### src/rtl/register_tree_replace_ctrl.sv
// register_tree_replace_ctrl
//   Drives the replace interface of a register_tree. New items come in on a
//   valid/ready stream. Each accepted item produces one single-cycle replace
//   pulse. The controller then waits for the tree to re-sort, and hands the
//   displaced top item out on a second valid/ready stream.
//
// Ports
//   clk_i            clock, all state updates on the rising edge
//   rst_ni           asynchronous, active-low reset
//   in_valid_i       producer offers in_item_i
//   in_ready_o       controller can accept (high only while idle)
//   in_item_i        item to insert into the tree
//   out_valid_o      displaced item is available on out_item_o
//   out_ready_i      consumer accepts out_item_o
//   out_item_o       item that was at the tree top when the insert was accepted
//   tree_replace_o   one-cycle replace pulse to register_tree
//   tree_new_item_o  item presented to register_tree.new_item
//   tree_top_item_i  register_tree.top_item
//   busy_o           controller is not idle
//   ops_done_o       completed output handshakes, wraps modulo 2^CNT_WIDTH

module register_tree_replace_ctrl #(
  parameter int DATA_WIDTH    = 32,
  parameter int INIT_CYCLES   = 4,
  parameter int SETTLE_CYCLES = 4,
  parameter int CNT_WIDTH     = 16
) (
  input  logic                  clk_i,
  input  logic                  rst_ni,
  input  logic                  in_valid_i,
  output logic                  in_ready_o,
  input  logic [DATA_WIDTH-1:0] in_item_i,
  output logic                  out_valid_o,
  input  logic                  out_ready_i,
  output logic [DATA_WIDTH-1:0] out_item_o,
  output logic                  tree_replace_o,
  output logic [DATA_WIDTH-1:0] tree_new_item_o,
  input  logic [DATA_WIDTH-1:0] tree_top_item_i,
  output logic                  busy_o,
  output logic [CNT_WIDTH-1:0]  ops_done_o
);

  // One shared down-counter serves both the post-reset wait and the
  // re-sort wait. It only ever holds a load value minus some steps, so it
  // needs enough bits for the larger of the two load values.
  localparam int MaxWait = (INIT_CYCLES > SETTLE_CYCLES) ? INIT_CYCLES : SETTLE_CYCLES;
  localparam int WaitW   = (MaxWait > 1) ? $clog2(MaxWait) : 1;

  localparam logic [WaitW-1:0] InitLoad   = WaitW'(INIT_CYCLES - 1);
  localparam logic [WaitW-1:0] SettleLoad = WaitW'(SETTLE_CYCLES - 1);

  typedef enum logic [2:0] {
    INIT,
    IDLE,
    ISSUE,
    SETTLE,
    EMIT
  } state_e;

  state_e                state_q, state_d;
  logic [WaitW-1:0]      cnt_q, cnt_d;
  logic [DATA_WIDTH-1:0] out_item_q, out_item_d;
  logic [DATA_WIDTH-1:0] new_item_q, new_item_d;
  logic [CNT_WIDTH-1:0]  ops_q, ops_d;

  always_ff @(posedge clk_i or negedge rst_ni) begin
    if (!rst_ni) begin
      state_q    <= INIT;
      cnt_q      <= InitLoad;
      out_item_q <= '0;
      new_item_q <= '0;
      ops_q      <= '0;
    end else begin
      state_q    <= state_d;
      cnt_q      <= cnt_d;
      out_item_q <= out_item_d;
      new_item_q <= new_item_d;
      ops_q      <= ops_d;
    end
  end

  // The top item is captured at the accept edge. At that edge the tree has
  // finished settling from the previous replace. Nothing samples
  // tree_top_item_i again until the next accept, so values the tree presents
  // during the re-sort window cannot leak out.
  always_comb begin
    state_d    = state_q;
    cnt_d      = cnt_q;
    out_item_d = out_item_q;
    new_item_d = new_item_q;
    ops_d      = ops_q;

    unique case (state_q)
      INIT: begin
        if (cnt_q == '0) begin
          state_d = IDLE;
        end else begin
          cnt_d = cnt_q - WaitW'(1);
        end
      end
      IDLE: begin
        if (in_valid_i) begin
          new_item_d = in_item_i;
          out_item_d = tree_top_item_i;
          state_d    = ISSUE;
        end
      end
      ISSUE: begin
        cnt_d   = SettleLoad;
        state_d = SETTLE;
      end
      SETTLE: begin
        if (cnt_q == '0) begin
          state_d = EMIT;
        end else begin
          cnt_d = cnt_q - WaitW'(1);
        end
      end
      EMIT: begin
        if (out_ready_i) begin
          ops_d   = ops_q + CNT_WIDTH'(1);
          state_d = IDLE;
        end
      end
      default: begin
        state_d = INIT;
        cnt_d   = InitLoad;
      end
    endcase
  end

  // All handshake and pulse outputs decode only the registered state. Because
  // of this, no input feeds through combinationally to an output, and the
  // reset values appear as soon as rst_ni falls.
  always_comb begin
    in_ready_o      = 1'b0;
    out_valid_o     = 1'b0;
    tree_replace_o  = 1'b0;
    busy_o          = 1'b1;
    out_item_o      = out_item_q;
    tree_new_item_o = new_item_q;
    ops_done_o      = ops_q;

    if (state_q == IDLE) begin
      in_ready_o = 1'b1;
      busy_o     = 1'b0;
    end
    if (state_q == ISSUE) begin
      tree_replace_o = 1'b1;
    end
    if (state_q == EMIT) begin
      out_valid_o = 1'b1;
    end
  end

endmodule

### config.mk
export PLATFORM = sky130hd
export DESIGN_NAME = register_tree_replace_ctrl
export DESIGN_NICKNAME = d
export VERILOG_FILES = /design/src/rtl/register_tree_replace_ctrl.sv
export SDC_FILE = /design/constraint.sdc
export NUM_CORES = 1
export LEC_CHECK = 0
export CAP_MARGIN = 20
export CORE_MARGIN = 2
export CORE_UTILIZATION = 42
export DETAILED_ROUTE_END_ITERATION = 10
export PLACE_DENSITY = 0.8
export SYNTH_ARGS = -nofsm -noshare
export SYNTH_HDL_FRONTEND = slang
export SYNTH_SLANG_ARGS = --single-unit
### constraint.sdc
create_clock -name clk_i -period 2 [get_ports clk_i]
set_input_delay 0.3 -clock clk_i [delete_from_list [all_inputs] [get_ports clk_i]]
set_output_delay 0.3 -clock clk_i [all_outputs]
set_load 0.005 [all_outputs]
# Word-level counts from Yosys, hierarchy flattened
# Index checks and enable logic that the tools add are counted.
# op_classes
muxes,11
eq_ne,9
bitwise_logic,1
reduce_logical,8
addsub,2
# ops
op,n
16-bit by 1-bit adder with 16-bit output (second input constant),1
3-bit one-hot mux with 5 select lines,1
3-bit two-way mux,4
2-bit inequality test (second input constant),5
3-bit by 2-bit equality test with 1-bit output (second input constant),2
2-bit AND reduction,3
1-bit two-way mux,4
2-bit one-hot mux with 2 select lines,1
4-bit AND reduction,1
2-bit OR reduction,2
3-bit by 1-bit equality test with 1-bit output (second input constant),1
3-bit equality test (second input constant),1
3-bit zero test,1
2-bit zero test,1
2-bit two-way mux,1
2-bit by 1-bit subtractor with 2-bit output (second input constant),1
1-bit NOT,1
# totals
ff_bits,85
out_inout_bits,84
wordCells,36
inputBits,68

# Depth between registers and ports, before layout
# Gate-level depths: netlist (run 1).
# logic_depth
ltp_word,4
ltp_mapped,6
mapped_depth_nobuf,6

# Worst setup path before layout (run 1)
# Ideal clock, no wire load.
# synth_path
path_type,reg2reg
startpoint,reg state_q[1]
endpoint,"reg out_item_q[10], in the netlist out_item_o[10]"
setup_ns,0.125
n_path_buf,2
path_slack_ns,0.301
stages_incl_launch_ff,7
synth_period_minus_slack_ns,1.699
t_required_ns,1.875
arrival_ns,1.574
cell_sequence,dfrtp_1 -> or2b_1 -> nor2_1 -> and2_1 -> buf_4 -> buf_6 -> mux2_2
# synth_via
elab_chain_cells,2
# synth_rtl
element,line,source
start: declaration,60,"state_e state_q, state_d;"
start signal: assignment,74,state_q <= state_d;
3-bit by 1-bit equality test with 1-bit output,93,unique case (state_q)
2-bit AND reduction (no line),-,
end signal: assignment,76,out_item_q <= out_item_d;
end: declaration,62,"logic [DATA_WIDTH-1:0] out_item_q, out_item_d;"
# No other way between the ends.
# A chain may end at the register's enable or synchronous reset.

# Final worst setup path (run 1)
# layout_path
startpoint,reg state_q[0]
endpoint,out out_valid_o
# layout_via
elab_chain_cells,2
# layout_rtl
element,line,source
3-bit equality test,151,if (state_q == EMIT) begin
1-bit two-way mux,151,
end: declaration,33,"output logic out_valid_o,"
# No other way between the ends.

==> flow_summary.json, run 1 <==
{
  "status": "finished, final reports clean",
  "yosysSeqAreaShare": 0.614,
  "slew_headroom": 0.700,
  "synth-simple-area-share": 0.0823,
  "rsz0062_at_grt": "true",
  "ys_ff_latch": 85,
  "fin_nets": 478,
  "start_util": 0.429,
  "cts-root-buf": "clkbuf_8",
  "min_period_over_period": 0.968,
  "num_rows": 33,
  "antenna_found_initial": 0,
  "final_cells": 517,
  "clk_pin_slew_ns": 0.08,
  "cp.arrival_ns": 1.64,
  "yosysWarnings": 0,
  "die-area_sq_um": 9000,
  "grt_max_degree": 86,
  "finalSetupViolCount": 0,
  "synth_area_leaders": "dfrtp_1 60%, mux2_2 21%, buf_6 2.3%",
  "synth_top_area_frac": 0.599,
  "end_kind": "output port",
  "layout_common_cells": "149 x clkdlybuf4s50_1, 82 x dfrtp_1, 64 x mux2_2, 17 x nand2_1, 10 x clkbuf_8",
  "crit_path_start_kind": "flop",
  "async_reset_ff_frac": 1.00,
  "synthesis.area_sq_um": 3470,
  "drt_first_pass_iters": 4,
  "crit_type": "flop to output port",
  "ant_nets": 0,
  "cts_max_level": 3,
  "grt_pass1_vias": 2473,
  "cts.sinks": 85,
  "fmax_mhz": 516,
  "synth_edf_count": 0,
  "worst-path-max-fanout": 10,
  "numPortBuffers": 151,
  "syn-num-nets": 314,
  "yosys.area_share.xor_xnor": 0.0379,
  "die_h_microns": 94.9,
  "wl_per_cell_microns": 15.0,
  "final_common_cell": "clkdlybuf4s50_1",
  "highest_layer": "met4",
  "fin_skew_ns": 0.00758,
  "dp_slack_ns": 0.00891,
  "synth_fa_ha_area_frac": 0.00722,
  "globalRouteTotalUtil": 0.170,
  "power.density_nw_per_um2": 1340,
  "tightestPinTransition_ns": 0.450,
  "grt_overflow": 0,
  "wl_met1_microns": 3110,
  "vias": 2521,
  "coreArea_sq_um": 8090,
  "slew_violations": 0,
  "die_w_microns": 94.9,
  "synth_cell_types": 29,
  "reg2reg_depth": 5,
  "area_growth_pct": 55.2,
  "drive_gt1_frac": 0.243,
  "synth-main-ff-cell": "dfrtp_1",
  "antenna_cells": 0,
  "p_leak_uw": 0.00227,
  "ir_drop_v": 0.000673,
  "max_cap_violations": 0,
  "clk_path_buf_depth": 2,
  "dp_hpwl_microns": 5640,
  "cts_tree": "yes",
  "synth_compound_area_frac": 0.0173,
  "hold_depth": 1,
  "insertion_delay_ns": 0.33,
  "required_ns": 1.70,
  "synth_cells": 244,
  "dr_wl_met3_microns": 624,
  "syn_avg_cell_area_sq_um": 14.2,
  "dp_cells": 498,
  "globalplace.congestion": 0.772,
  "num-fill-cells": 619,
  "drcViolationCount": 0,
  "hp-class": "flop to flop",
  "synth_top_family_by_area": "multiplexers",
  "viasPerCell": 4.88,
  "cts_made_buffers": 9,
  "synth_mux_area_frac": 0.208,
  "worst_slack_ns": 0.0633,
  "period_minus_slack_ns": 1.94,
  "ios": 152,
  "synth_largest_area_cell": "dfrtp_1",
  "grt_first_pass_wirelength_microns": 11800,
  "met2_length_microns": 3920,
  "hold_viol_final": 0,
  "routed_wl_microns": 7780,
  "initialDrtViolationCount": 75
}
## state kept, by name, indices dropped and copies added, names as in the netlist
register	count
cnt_q	2
ops_done_o	16
out_item_o	32
state_q	3
tree_new_item_o	32
## cell families (layout without fill, tap and decap cells)
logic type               Yosys count  in the layout
multiplexers                      64             64
buffers and inverters             16            184
AO/OA/AOI/OAI                     10             10
AND/OR/NAND/NOR                   52             52
adder cells (fa/ha/maj)            2              2
XOR/XNOR                          15             15
flip-flops                        85             85
## cell type report
| class | instances | area, sq um | area share |
|---|---|---|---|
| inverter | 6 | 22.5 | 0.00418 |
| timing repair buffer | 163 | 1640 | 0.305 |
| multi-input combinational | 143 | 1240 | 0.231 |
| clock inverter | 4 | 72.6 | 0.0135 |
| clock buffer | 11 | 141 | 0.0263 |
| sequential | 85 | 2130 | 0.396 |
| tap | 105 | 131 | 0.0244 |
## per-stage QoR
stage	total power (uW)	instance area (sq um)	setup TNS, ns	hold slack (ns)	util
6_report	7220	5380	0	0.467	0.665
5_1_grt	7670	5380	-0.0197	0.494	0.665
4_1_cts	7270	5340	0	0.472	0.660
3_5_place_dp	5940	5110	0	0.372	0.632
3_3_place_gp	5830	5110	0	0.370	0.632
2_1_floorplan	4120	3470	0	0.00441	-
## cell usage after synthesis (all sizes together) (4+ instances only)
library cell  number
nand2             17
nor2              11
nand4              6
dfrtp             83
buf                8
xnor2              8
xor2               7
mux2              64
inv                6
nor3               5
o22ai              4
## power by group
group / switching (uW) / internal (uW) / leakage (uW)
sequential: 353 / 2450 / 0.00104
combinational: 982 / 2140 / 0.00113
clock: 563 / 730 / 0.000105
## metal layers
layer,vias to the layer above,GRT usage
met5,-,0
met4,0,0.0652
met3,10,0.0527
met2,112,0.285
met1,1225,0.204
li1,1174,-
## critical path, cell delays in order (launching register included)
cell and delay (ns):
dfrtp_1 0.38, buf_4 0.17, nor2_4 0.12, nand2_1 0.08, inv_1 0.06, clkdlybuf4s50_1 0.49
## path summary, 6_finish.rpt
path / from / endpoint / slack, ns
min reg2reg: ops_done_o[15] / ops_done_o[15] / 0.47
min: ops_done_o[15] / ops_done_o[15] / 0.47
min in group asynchronous: rst_ni / ops_done_o[6] / 0.52
max: state_q[0] / out_valid_o / 0.06
max reg2reg: state_q[1] / ops_done_o[13] / 0.19
max in group asynchronous: rst_ni / cnt_q[0] / 1.09
## what timing repair did
item	in CTS	in global routing
setup endpoints to repair	4	4
resized for setup	3	4
hold buffers	1	0
hold endpoints to repair	8	0
buffers inserted	0	3
pin swaps	0	1
cloned	0	0
No activity file was read; power rests on OpenSTA's default activity.
==> inputs of run 2 (changes only) <==
- HOLD_SLACK_MARGIN: default -> 0.03
==> results of run 2 <==
Same layout as run 1: the final DEF is identical, and so are final timing and power.
==> inputs of run 3 (changes only) <==
- PLACE_DENSITY: 0.8 -> default
- PLACE_DENSITY_LB_ADDON: default -> 0.08
==> run 3 against run 2 <==
  * Register-to-register slack improved by 0.03 ns
  * Global-route usage rose by 1.0 points
  * Largest power group unchanged
  * Routed wire length barely moved
  * Critical endpoint is now tree_replace_o
==> flow_summary.json, run 3 (synthesis gave the netlist of run 1 again) <==
{
  "status": "finished, final reports clean",
  "crit_chain": "inv_1 -> nand2_1 -> nor2_1 -> clkdlybuf4s50_1",
  "layout_common_cells": "147 x clkdlybuf4s50_1, 82 x dfrtp_1, 64 x mux2_2, 17 x nand2_1, 15 x buf_4",
  "numPortBuffers": 151,
  "num_rows": 33,
  "initialDrtViolationCount": 24,
  "wl_per_cell_microns": 14.8,
  "die-area_sq_um": 9000,
  "ios": 152,
  "slew_headroom": 0.748,
  "seq_area_sq_um": 2130,
  "drt_first_pass_iters": 4,
  "p_leak_uw": 0.00229,
  "cp.buffers_inverters": 2,
  "cts_made_buffers": 9,
  "dpl_cell_area_sq_um": 5140,
  "area_growth_pct": 55.6,
  "tightestPinTransition_ns": 0.377,
  "ir_drop_v": 0.000718,
  "antenna_found_initial": 0,
  "multi_input_area_sq_um": 1230,
  "routed_wl_microns": 7780,
  "dp_slack_ns": 0.0200,
  "cts_max_level": 3,
  "drcViolationCount": 0,
  "coreArea_sq_um": 8090,
  "tns_ns": 0,
  "crit_path_start_kind": "flop",
  "min_period_over_period": 0.934,
  "insertion_delay_ns": 0.35,
  "dp_hpwl_microns": 5780,
  "hold_viol_final": 0,
  "period_minus_slack_ns": 1.87,
  "grt_pass1_vias": 2503,
  "grt_first_pass_wirelength_microns": 12200,
  "final_common_cell": "clkdlybuf4s50_1",
  "crit_family": "buffers and inverters",
  "drive_gt1_frac": 0.251,
  "globalRouteTotalUtil": 0.180,
  "slew_violations": 0,
  "die_h_microns": 94.9,
  "required_ns": 1.70,
  "ant_nets": 0,
  "cts.sinks": 85,
  "end_kind": "output port",
  "grt_overflow": 0,
  "clk_pin_slew_ns": 0.09,
  "hp-class": "primary input to async pin",
  "grt_max_degree": 35,
  "clk_path_buf_depth": 2,
  "globalplace.congestion": 0.770,
  "worst_slack_ns": 0.133,
  "crit_type": "flop to output port",
  "final_cell_area_sq_um": 5400,
  "cp.arrival_ns": 1.57,
  "fmax_mhz": 536,
  "power.density_nw_per_um2": 1320,
  "cts-root-buf": "clkbuf_8",
  "worst-path-max-fanout": 8,
  "fin_nets": 484,
  "max_cap_violations": 0,
  "cts_tree": "yes",
  "die_w_microns": 94.9,
  "viasPerCell": 4.82,
  "num-fill-cells": 641,
  "finalSetupViolCount": 0,
  "fin_skew_ns": 0.00859,
  "cpPeakStageDelay_ns": 0.51,
  "start_util": 0.429,
  "vias": 2524,
  "antenna_cells": 0,
  "critical-path-slowest-cell": "clkdlybuf4s50_1"
}
==> run 3: metrics by stage <==
stage / instances / hold slack [ns] / total power, uW / utilization
after global routing: 524 / 0.422 / 7590 / 0.667
after floorplan: 244 / 0.00441 / 4120 / -
after detailed placement: 501 / 0.241 / 5960 / 0.635
final: 524 / 0.390 / 7110 / 0.667
after CTS: 519 / 0.396 / 7190 / 0.662
after global placement: 501 / 0.233 / 5880 / 0.635
==> run 3: area by class of cell <==
type	count	area share
well taps	105	0.0244
inverters	6	0.00417
flip-flops and latches	85	0.395
clock inverters	4	0.00881
repair buffers	169	0.312
clock buffers	12	0.0269
multi-input cells	143	0.229
==> run 3: worst reg2reg max path, stage by stage (launching register included) <==
cell       delay (ns)
dfrtp_1          0.38
buf_4            0.18
nand4bb_4        0.25
or4_4            0.58
nor2_1           0.16
xor2_1           0.16
==> run 3: where the power goes <==
group / internal, uW / switching (uW)
Combinational: 2150 / 972
Sequential: 2450 / 339
Clock: 608 / 587
==> run 3: repair_timing <==
action                                 CTS  global route
hold buffers                             1             0
setup buffers                            1             5
pin swaps                                1             0
setup endpoints to repair                4             2
resized for setup                        6             1
endpoints found under the hold margin   25             0
==> run 3: final timing paths <==
check,startpoint,end,slack (ns),cells past startpoint
worst max-delay path,state_q[2],tree_replace_o,0.13,4
worst min-delay path,rst_ni,out_item_o[16],0.39,2
worst max register to register,state_q[1],ops_done_o[15],0.22,5
worst min register to register,ops_done_o[15],ops_done_o[15],0.47,1
max in group asynchronous,rst_ni,out_item_o[6],0.93,3
min in group clk_i,ops_done_o[15],ops_done_o[15],0.47,1
==> run 3: layer usage <==
layer | wire [microns] | GRT usage
met1 | 3290 | 0.228
met2 | 3720 | 0.285
met5 | 0 | 0
met4 | 141 | 0.0761
met3 | 636 | 0.0559
